[src/rtl/uart_pkg.sv]
// Shared UART definitions: receiver state encoding, frame width and baud divider helper.
package uart_pkg;

    localparam int unsigned UART_DATA_BITS = 8;

    typedef enum logic [1:0] {
        RX_IDLE  = 2'd0,
        RX_START = 2'd1,
        RX_DATA  = 2'd2,
        RX_STOP  = 2'd3
    } rx_state_t;

    // Clock cycles per bit; shared with the transmitter so both ends agree on timing.
    function automatic int unsigned baud_div(input int unsigned clk_freq,
                                             input int unsigned baud_rate);
        return clk_freq / baud_rate;
    endfunction

endpackage

[src/rtl/sync_2ff.sv]
// Generic two-flop synchronizer for bringing asynchronous levels into the clk domain.
module sync_2ff #(
    parameter int unsigned           WIDTH   = 1,
    parameter logic [WIDTH-1:0]      RST_VAL = '0
) (
    input  logic             clk,
    input  logic             rst,
    input  logic [WIDTH-1:0] d,
    output logic [WIDTH-1:0] q
);

    logic [WIDTH-1:0] meta;

    // First flop may go metastable; second flop gives it a full cycle to settle.
    always_ff @(posedge clk) begin
        if (rst) begin
            meta <= RST_VAL;
            q    <= RST_VAL;
        end else begin
            meta <= d;
            q    <= meta;
        end
    end

endmodule

[src/rtl/uart_rx.sv]
// 8N1 UART receiver: mid-bit sampling, valid/ready byte buffer, framing and overrun pulses.
module uart_rx
    import uart_pkg::*;
#(
    parameter int unsigned CLK_FREQ  = 10_000_000,
    parameter int unsigned BAUD_RATE = 115_200
) (
    input  logic                      clk,
    input  logic                      rst,
    input  logic                      rx,
    output logic [UART_DATA_BITS-1:0] rx_data,
    output logic                      rx_valid,
    input  logic                      rx_ready,
    output logic                      frame_err,
    output logic                      overrun_err
);

    localparam int unsigned BAUD_DIV = baud_div(CLK_FREQ, BAUD_RATE);
    localparam int unsigned HALF_DIV = BAUD_DIV / 2;
    localparam int unsigned CNT_W    = (BAUD_DIV > 1) ? $clog2(BAUD_DIV) : 1;
    localparam int unsigned IDX_W    = $clog2(UART_DATA_BITS);

    localparam logic [CNT_W-1:0] CNT_HALF = CNT_W'(HALF_DIV - 1);
    localparam logic [CNT_W-1:0] CNT_FULL = CNT_W'(BAUD_DIV - 1);
    localparam logic [IDX_W-1:0] IDX_LAST = IDX_W'(UART_DATA_BITS - 1);

    rx_state_t                 state;
    logic                      rx_s;
    logic                      rx_s_d;
    logic [CNT_W-1:0]          baud_cnt;
    logic [IDX_W-1:0]          bit_index;
    logic [UART_DATA_BITS-1:0] shift_reg;
    logic                      fall_edge;
    logic                      consume;

    // Line idles high, so the synchronizer resets to 1 to avoid a fake start edge.
    sync_2ff #(
        .WIDTH   (1),
        .RST_VAL (1'b1)
    ) u_sync (
        .clk (clk),
        .rst (rst),
        .d   (rx),
        .q   (rx_s)
    );

    // Previous synchronized level for falling-edge detection.
    always_ff @(posedge clk) begin
        if (rst) begin
            rx_s_d <= 1'b1;
        end else begin
            rx_s_d <= rx_s;
        end
    end

    // Only a 1->0 transition starts a frame; a held-low line cannot retrigger.
    assign fall_edge = rx_s_d & ~rx_s;
    assign consume   = rx_valid & rx_ready;

    // Frame sequencer, bit timing, shift register and single-entry output buffer.
    always_ff @(posedge clk) begin
        if (rst) begin
            state       <= RX_IDLE;
            baud_cnt    <= '0;
            bit_index   <= '0;
            shift_reg   <= '0;
            rx_data     <= '0;
            rx_valid    <= 1'b0;
            frame_err   <= 1'b0;
            overrun_err <= 1'b0;
        end else begin
            frame_err   <= 1'b0;
            overrun_err <= 1'b0;

            if (consume) begin
                rx_valid <= 1'b0;
            end

            case (state)
                RX_IDLE: begin
                    baud_cnt  <= '0;
                    bit_index <= '0;
                    if (fall_edge) begin
                        state <= RX_START;
                    end
                end

                RX_START: begin
                    if (baud_cnt == CNT_HALF) begin
                        baud_cnt <= '0;
                        // A line back high at mid start bit was a glitch.
                        state    <= rx_s ? RX_IDLE : RX_DATA;
                    end else begin
                        baud_cnt <= baud_cnt + CNT_W'(1);
                    end
                end

                RX_DATA: begin
                    if (baud_cnt == CNT_FULL) begin
                        baud_cnt  <= '0;
                        shift_reg <= {rx_s, shift_reg[UART_DATA_BITS-1:1]};
                        bit_index <= bit_index + IDX_W'(1);
                        if (bit_index == IDX_LAST) begin
                            state <= RX_STOP;
                        end
                    end else begin
                        baud_cnt <= baud_cnt + CNT_W'(1);
                    end
                end

                RX_STOP: begin
                    if (baud_cnt == CNT_FULL) begin
                        baud_cnt <= '0;
                        state    <= RX_IDLE;
                        if (!rx_s) begin
                            frame_err <= 1'b1;
                        end else if (rx_valid && !rx_ready) begin
                            overrun_err <= 1'b1;
                        end else begin
                            // Load wins over a same-cycle consume, keeping rx_valid high.
                            rx_data  <= shift_reg;
                            rx_valid <= 1'b1;
                        end
                    end else begin
                        baud_cnt <= baud_cnt + CNT_W'(1);
                    end
                end

                default: begin
                    state    <= RX_IDLE;
                    baud_cnt <= '0;
                end
            endcase
        end
    end

endmodule

[config.mk]
export PLATFORM = sky130hd
export DESIGN_NAME = uart_rx
export DESIGN_NICKNAME = d
export VERILOG_FILES = /design/src/rtl/uart_pkg.sv /design/src/rtl/sync_2ff.sv /design/src/rtl/uart_rx.sv
export SDC_FILE = /design/constraint.sdc
export NUM_CORES = 1
export LEC_CHECK = 0
export CAP_MARGIN = 5
export CORE_MARGIN = 2
export CORE_UTILIZATION = 40
export CTS_BUF_LIST = sky130_fd_sc_hd__clkbuf_8
export CTS_CLUSTER_DIAMETER = 60
export CTS_CLUSTER_SIZE = 24
export DETAILED_ROUTE_END_ITERATION = 7
export HOLD_SLACK_MARGIN = 0.15
export SYNTH_ARGS = -nofsm -noshare
export SYNTH_HDL_FRONTEND = slang
export SYNTH_SLANG_ARGS = --single-unit
[constraint.sdc]
create_clock -name clk -period 1.7 [get_ports clk]
set_clock_uncertainty 0.15 [all_clocks]
set_input_delay 0.34 -clock clk [delete_from_list [all_inputs] [get_ports clk]]
set_output_delay 0.34 -clock clk [all_outputs]
set_load 0.01 [all_outputs]
## Word level (Yosys, flattened, before mapping)

Index checks and enable logic that the tools add are counted.

| storage, ports and cells | value |
|---|---|
| word-level logic and storage cells | 60 |
| register bits | 34 |
| output and inout port bits | 11 |

| operators by class | value |
|---|---|
| mux-type cells | 19 |
| reductions and logical operators | 11 |
| bitwise operators | 6 |
| equal/unequal tests | 11 |
| add/sub/neg operators | 2 |

Operator list:

| operator | number |
|---|---|
| one-hot mux 7 bit (3 select lines) | 1 |
| two-way mux 7 bit | 2 |
| two-way mux 2 bit | 6 |
| != test 2 bit (second input constant) | 5 |
| one-hot mux 2 bit (4 select lines) | 1 |
| adder 7 x 1 -> 7 bit (second input constant) | 1 |
| == test 7 x 6 -> 1 bit (second input constant) | 1 |
| == test 7 bit (second input constant) | 1 |
| two-way mux 1 bit | 7 |
| one-hot mux 3 bit (2 select lines) | 1 |
| AND reduction 5 bit | 1 |
| == test 2 bit (second input constant) | 2 |
| NOT 1 bit | 4 |
| AND reduction 2 bit | 2 |
| AND reduction 4 bit | 1 |
| OR reduction 4 bit | 1 |
| adder 3 x 1 -> 3 bit (second input constant) | 1 |
| == test 3 bit (second input constant) | 1 |
| two-way mux 3 bit | 1 |
| OR reduction 3 bit | 1 |
| bitwise AND 1 bit | 2 |
| == test 2 x 1 -> 1 bit (second input constant) | 1 |
| zero test 2 bit | 1 |
| nonzero test 2 bit | 1 |
| other kinds (3) | 3 |

## Longest topological paths before layout

Gate-level depths: netlist of run 1.

| depth | value |
|---|---|
| word-level depth | 6 |
| mapped depth | 7 |
| mapped depth without buffers | 6 |

## Modules after synthesis

Synthesis of run 1 repeated with hierarchy kept, for this count alone.

| unflattened totals | value |
|---|---|
| cell total of the unflattened synthesis | 153 |
| area total of the unflattened synthesis | 1415.1 sq um |

By module, submodules not included:

| module | area each (sq um) | cells an instance | times used |
|---|---|---|---|
| uart_rx | 1362.6 | 149 | 1 |
| sync_2ff | 52.6 | 4 | 1 |

## Least setup slack after synthesis of run 1

No wires, ideal clock.

| timing | value |
|---|---|
| path type | reg-to-reg |
| start | reg baud_cnt[0] |
| end | reg rx_data[0] |
| library setup time | 0.132 ns |
| data required time | 1.418 ns |
| arrival | 1.292 ns |
| path slack | 0.126 ns |
| stages on the path, launching flop included | 6 |
| cells stage by stage | dfxtp_1 ha_1 and4b_2 nand4_1 o21ai_0 a21oi_1 |

| on the way | value |
|---|---|
| cells in the longest elaborated chain, start to end | 2 |

RTL lines:

| element | RTL line | text |
|---|---|---|
| start: declaration | uart_rx.sv:30 | `logic [CNT_W-1:0] baud_cnt;` |
| start signal: assignment | uart_rx.sv:94 | `baud_cnt <= baud_cnt + CNT_W'(1);` |
| start signal: assignment | uart_rx.sv:107 | `baud_cnt <= baud_cnt + CNT_W'(1);` |
| start signal: assignment | uart_rx.sv:125 | `baud_cnt <= baud_cnt + CNT_W'(1);` |
| == test 7 bit | uart_rx.sv:112 | `if (baud_cnt == CNT_FULL) begin` |
| AND reduction 4 bit (no line) | -- |  |
| end signal: assignment | uart_rx.sv:121 | `rx_data <= shift_reg;` |
| end: declaration | uart_rx.sv:11 | `output logic [UART_DATA_BITS-1:0] rx_data,` |

Every way passes these cells.
A chain may end at the register's enable or synchronous reset.

## Worst setup path after layout of run 1

| timing | value |
|---|---|
| start | reg rx_data[4] |
| end | out rx_data[4] |

No word-level cell between the ends.

==> metrics, run 1 <==
run status=finished clean; top cell type's share of synthesized area=0.478; most frequent cells after synthesis=dfxtp_1 (34), nor2_1 (20), a21oi_1 (14), nand3_1 (12), o21ai_0 (10); H-Tree Depth=2; Remaining Overflow, GRT=0; Final Util=0.550; Area growth, synth to finish=30.1%; Slew @ Worst Pin=436 ps; vias in the first global route=~1.1k; # IOs=15; Setup TNS=0 ps; drt wl/cell=between 10 and 15 microns; DIE AREA=a little over 4000 sq um; Chip Width=~64 microns; first-pass GRT wire length=4.74 mm; vias per cell=around 5.2; P_leak=~0.76 nW; post-synthesis sequential area ratio=0.478; met2 WL=1.30 mm; maximum vdd drop=about 0.54 mV; Worst path slowest cell=clkdlybuf4s50_1; top sig layer=met4; CTS root buffer=clkbuf_8; startpoint types=flop; count of port buffers added during placement=14; antenna-violating nets left=0; Post-CTS Setup Bufs=0; crit path from=rx_data[4]; Final Hold Viols=0; DIE HEIGHT=approximately 64 microns; Clock transition at path regs=approximately 60 ps; EDFF count, synth=0; multiplexer area fraction after synthesis=0.0563; Final Cycle Share=0.974; largest net degree at the start of global routing=23; final setup vio count=0; Crit path depth=1; R2R depth=6; Post-Synth Simple-Gate Area=0.243; CP bufs+invs=1; final wirelength=2.85 mm; post-synthesis adder-cell area fraction=0.0440; Mapped Cells=around 150; Setup CP Type=reg2out; Initial Util=0.423; largest family of logic cells by synthesized area=simple AND/OR/NAND/NOR gates; Reg2Reg Capture Point=baud_cnt[3]; CP endpoint=rx_data[4]; DRT iter0 DRCs=62; Non-Filler Instances=between 200 and 250; area fraction in compound gates after synthesis=0.115; Fillers=326; Slew Viols, Final=0; worst hold path class=reg2reg; CP max FO=2; WL met1=around 1.4 mm; leading cell type by number of instances after synthesis=dfxtp_1; Yosys warnings=0; CTS tree=done; asr flop ratio synth=0; global-route usage over all layers=0.152; DR pass1 iterations=4; net total in the final layout=~190; Critical R2R Launch=baud_cnt[1]; max-cap violation count=0; Synth Flop Type=dfxtp_1; worst-case clock buffer depth=2; n_diodes=0; total number of vias=between 1k and 1.5k; Fmax=roughly 600 MHz; crit end category=output pin; Placed Cells=about 220; layout cells sized above 1=0.183; antenna violations before repair=0; Synth area leader=dfxtp_1; Syn Nets=161; Distinct cells, synth=35; Worst Path Required=about 1200 ps; RSZ-0062 raised after global routing=no; core area=around 3400 sq um; Power Dens Cells=about 840 nW/um^2; Post-Synth XOR/XNOR Area=0.0308; Sink Count=34; PnR Total Power=approximately 1.5 mW; CP delay by family, top=buffers and inverters; fin crit period=1650 ps; Worst Path Arrival=1160 ps; DRC Markers=0; R2R setup slack=around 110 ps; syn avg cell area=9.36 sq um; leading post-synthesis cells by cell area=dfxtp_1 (48%), mux2i_1 (5.6%), nor2_1 (5.3%); later-pin clock latency in the skew report=between 200 and 300 ps; mapped cell area=between 1000 and 1500 sq um; max_slew headroom=0.709; Detailed Place HPWL=roughly 2 mm; Inserted Clock Buffers=5; Critical Path Max Stage Delay=about 540 ps; CP cell instances=clkdlybuf4s50_1; Row Count=21; hold_ws=260 ps; Routability Congestion=around 0.86; WL met3=about 140 microns; flops & latches, synth=34
[power breakdown]
group	internal (mW)	leakage (nW)	switching, mW
clock	0.426	0.0607	0.276
sequential	0.802	0.276	0.00390
combinational	0.0194	0.422	0.0227
[through the flow]
| stage | worst slack (ps) | instance area [sq um] |
|---|---|---|
| after floorplan | 126 | 1420 |
| after detailed placement | 19.3 | 1680 |
| after global routing | 1.39 | 1850 |
| after CTS | 23.8 | 1790 |
| after global placement | 72.4 | 1680 |
| final | 45.0 | 1850 |
[placed cells by master (no fill, tap or decap), types with 2 or more instances in the layout]
cell	n
a21oi_1	13
buf_4	10
buf_6	2
clkbuf_8	5
clkdlybuf4s50_1	10
dfxtp_1	32
dfxtp_2	2
dlymetal6s2s_1	4
ha_1	4
inv_1	5
inv_2	2
mux2i_1	8
nand2_1	7
nand2b_1	3
nand3_1	12
nor2_1	19
nor2b_1	2
nor3b_1	2
nor4_4	2
o21ai_0	10
or2_2	2
xnor2_1	2
xor2_1	3
[logic make-up after synthesis]
logic type | count (synthesis)
adders and majority gates | 5
xor gates and xnor gates | 5
muxes | 8
and+or+nand+nor | 60
buffers and inverters | 11
AOI/OAI and AO/OA | 29
DFF | 34
[worst min-delay path by stage]
stage / startpoint / to / slack, ps / depth (start not counted)
after floorplan: u_sync.meta / u_sync.q / 240 / 1
after global placement: u_sync.meta / u_sync.q / 240 / 1
after detailed placement: u_sync.meta / u_sync.q / 250 / 1
after CTS: u_sync.meta / u_sync.q / 260 / 1
after global routing: u_sync.meta / u_sync.q / 280 / 1
final: u_sync.meta / u_sync.q / 260 / 1
[metal layers]
| metal | track usage | vias to the layer above |
|---|---|---|
| met3 | 0.0554 | 5 |
| met4 | 0.0571 | 0 |
| met2 | 0.225 | 26 |
| li1 | - | 584 |
| met5 | 0 | - |
| met1 | 0.201 | 553 |
[layout make-up]
cell class | count | area [sq um] | area share
Multi-Input combinational cell | 107 | 737 | 0.398
Sequential cell | 34 | 683 | 0.369
Timing Repair Buffer | 26 | 248 | 0.134
Clock buffer | 5 | 68.8 | 0.0372
Tap cell | 46 | 57.6 | 0.0311
Clock inverter | 3 | 37.5 | 0.0203
Inverter | 5 | 18.8 | 0.0101
[what timing repair did]
action | in CTS | in global routing
endpoints found under the setup margin | 1 | 23
hold buffers | 0 | 0
gates resized for setup | 1 | 19
cloned | 0 | 1
pin swaps | 0 | 2
Note: power is estimated with default switching activity, not from simulation.
==> run 2: changes to the inputs <==
- CORE_UTILIZATION: 40 -> 57
- PLACE_DENSITY: default -> 0.8
==> run 2 against run 1 <==
Total power down 7.1%. Via count up 2.3%. Count of clock-buffer cells in the layout up 1. Critical path depth unchanged. Critical endpoint is now frame_err. Die area down 28%. Worst hold slack better by 11 ps. Maximum frequency down 0.43%. Sequential share of layout area up 0.82 points. First-iteration DRC count down 58%. Combinational power down 9.3%. Non-clock buffer count up 1.
==> metrics, run 2 (synthesis results as in run 1) <==
Remaining Overflow, GRT=0 (unchanged); Critical Path Max Stage Delay=560 ps (was 540 ps); layout cells sized above 1=0.182 (was 0.183); Inserted Clock Buffers=5 (unchanged); later-pin clock latency in the skew report=290 ps (about the same); final setup vio count=0 (unchanged); most frequent cells in the layout=dfxtp_1 (32), nor2_1 (18), a21oi_1 (14) (was dfxtp_1 (32), nor2_1 (19), a21oi_1 (13), nand3_1 (12)); Initial Util=0.590 (was 0.423); Slew Viols, Final=0 (unchanged); Slew @ Worst Pin=399 ps (was 436 ps); drt wl/cell=14.3 microns (was 12.6 microns); CP bufs+invs=1 (unchanged); CTS tree=done (unchanged); worst hold path class=reg2reg (unchanged); DRT iter0 DRCs=26 (was 62); H-Tree Depth=2 (unchanged); final wirelength=3.02 mm (was 2.85 mm); area of the multi-input gates=733 sq um (was 737 sq um); n_diodes=0 (unchanged); CP cell instances=clkdlybuf4s50_1 (unchanged); DIE HEIGHT=54.0 microns (was 63.6 microns); Fillers=175 (was 326); total number of vias=1195 (was 1168); Setup CP Type=reg2out (unchanged); Final Hold Viols=0 (unchanged); Routability Congestion=0.742 (was 0.856); largest net degree at the start of global routing=23 (unchanged); max-cap violation count=0 (unchanged); Worst Path Arrival=1170 ps (was 1160 ps); run status=finished clean (unchanged); first-pass GRT wire length=4.35 mm (was 4.74 mm); Final Cell Area=1810 sq um (was 1850 sq um); crit end category=output pin (unchanged); antenna violations before repair=0 (unchanged); antenna-violating nets left=0 (unchanged); DR pass1 iterations=4 (unchanged); Row Count=18 (was 21); Area growth, synth to finish=27.3% (was 30.1%); maximum vdd drop=0.832 mV (was 0.544 mV); Worst Path Required=1210 ps (about the same); startpoint types=flop (unchanged); P_leak=0.717 nW (was 0.758 nW); Clock transition at path regs=60 ps (about the same); DP Area=1660 sq um (was 1680 sq um); CP delay by family, top=buffers and inverters (unchanged); vias in the first global route=1047 (was 1057); core area=2410 sq um (was 3360 sq um); DRC Markers=0 (unchanged); # IOs=15 (unchanged); Power Dens Cells=795 nW/um^2 (was 837 nW/um^2); vias per cell=5.66 (was 5.17); Sequential cell area=683 sq um (unchanged); CP max FO=1 (was 2); Sink Count=34 (unchanged); DIE AREA=2910 sq um (was 4050 sq um); hold_ws=271 ps (was 260 ps); Fmax=602 MHz (was 604 MHz); Chip Width=54.0 microns (was 63.6 microns); global-route usage over all layers=0.219 (was 0.152); Setup TNS=0 ps (unchanged); max_slew headroom=0.734 (was 0.709); most common cell after layout, fill and taps aside=dfxtp_1 (unchanged); fin crit period=1660 ps (was 1650 ps); Worst path slowest cell=clkdlybuf4s50_1 (unchanged); RSZ-0062 raised after global routing=yes (was no); CTS root buffer=clkbuf_8 (unchanged); Detailed Place HPWL=2.04 mm (was 1.98 mm); worst-case clock buffer depth=2 (unchanged); count of port buffers added during placement=14 (unchanged); net total in the final layout=189 (was 188); Final Cycle Share=0.978 (was 0.974)
-- run 2: cell count changes in the layout (fill, tap and decap cells not counted), sizes merged --
cell / change
dlymetal6s2s: -2
inv: -1
buf: +1
bufinv: -1
clkdlybuf4s50: +2
clkbuf: +1
clkinv: +1
-- run 2: cell type report --
class / count / share of cell area
flip-flops and latches: 34 / 0.377
well taps: 30 / 0.0207
clock inverters: 2 / 0.00484
inverters: 5 / 0.0104
multi-input cells: 107 / 0.405
repair buffers: 27 / 0.136
clock buffers: 6 / 0.0456
-- run 2: final timing paths --
kind,start,to,slack [ps],depth (start not counted)
max reg2reg,baud_cnt[1],shift_reg[4],60,7
min,u_sync.meta,u_sync.q,270,1
max,frame_err,frame_err,40,1
min reg2reg,u_sync.meta,u_sync.q,270,1
-- run 2: metal layers --
layer / part of all wire / wire length (microns) / global-route usage / vias to the layer above
met1: 0.44 / 1330 / 0.219 / 578
met3: 0.040 / 120 / 0.0917 / 6
met5: 0 / 0 / 0 / -
met4: 0.015 / 44 / 0.107 / 0
li1: - / - / - / 585
met2: 0.51 / 1530 / 0.388 / 26
-- run 2: worst register-to-register path: stages (launching register included) --
cell	delay [ps]
dfxtp_1	320
inv_1	90
ha_4	150
nand4b_4	130
nor4_4	220
buf_4	220
mux2i_1	190
nor2_1	60
-- run 2: power breakdown --
part	total, mW	internal (mW)	switching (mW)
Clock	0.593	0.320	0.273
Sequential	0.808	0.802	0.00632
Combinational	0.0382	0.0184	0.0198
-- run 2: timing repair --
action | CTS | global route
hold buffers | 0 | 0
setup endpoints to repair | 0 | 14
gates resized for setup | 0 | 15
setup buffers | 0 | 1
-- run 2: metrics by stage --
| step | instances | power (mW) | setup slack [ps] | utilization |
|---|---|---|---|---|
| after floorplan | 152 | 0.844 | 126 | - |
| after global placement | 201 | 0.858 | 85.3 | 0.687 |
| after detailed placement | 201 | 0.859 | 13.1 | 0.687 |
| after CTS | 209 | 1.44 | 17.5 | 0.725 |
| after global routing | 211 | 1.49 | -39.3 | 0.751 |
| final | 211 | 1.44 | 37.9 | 0.751 |
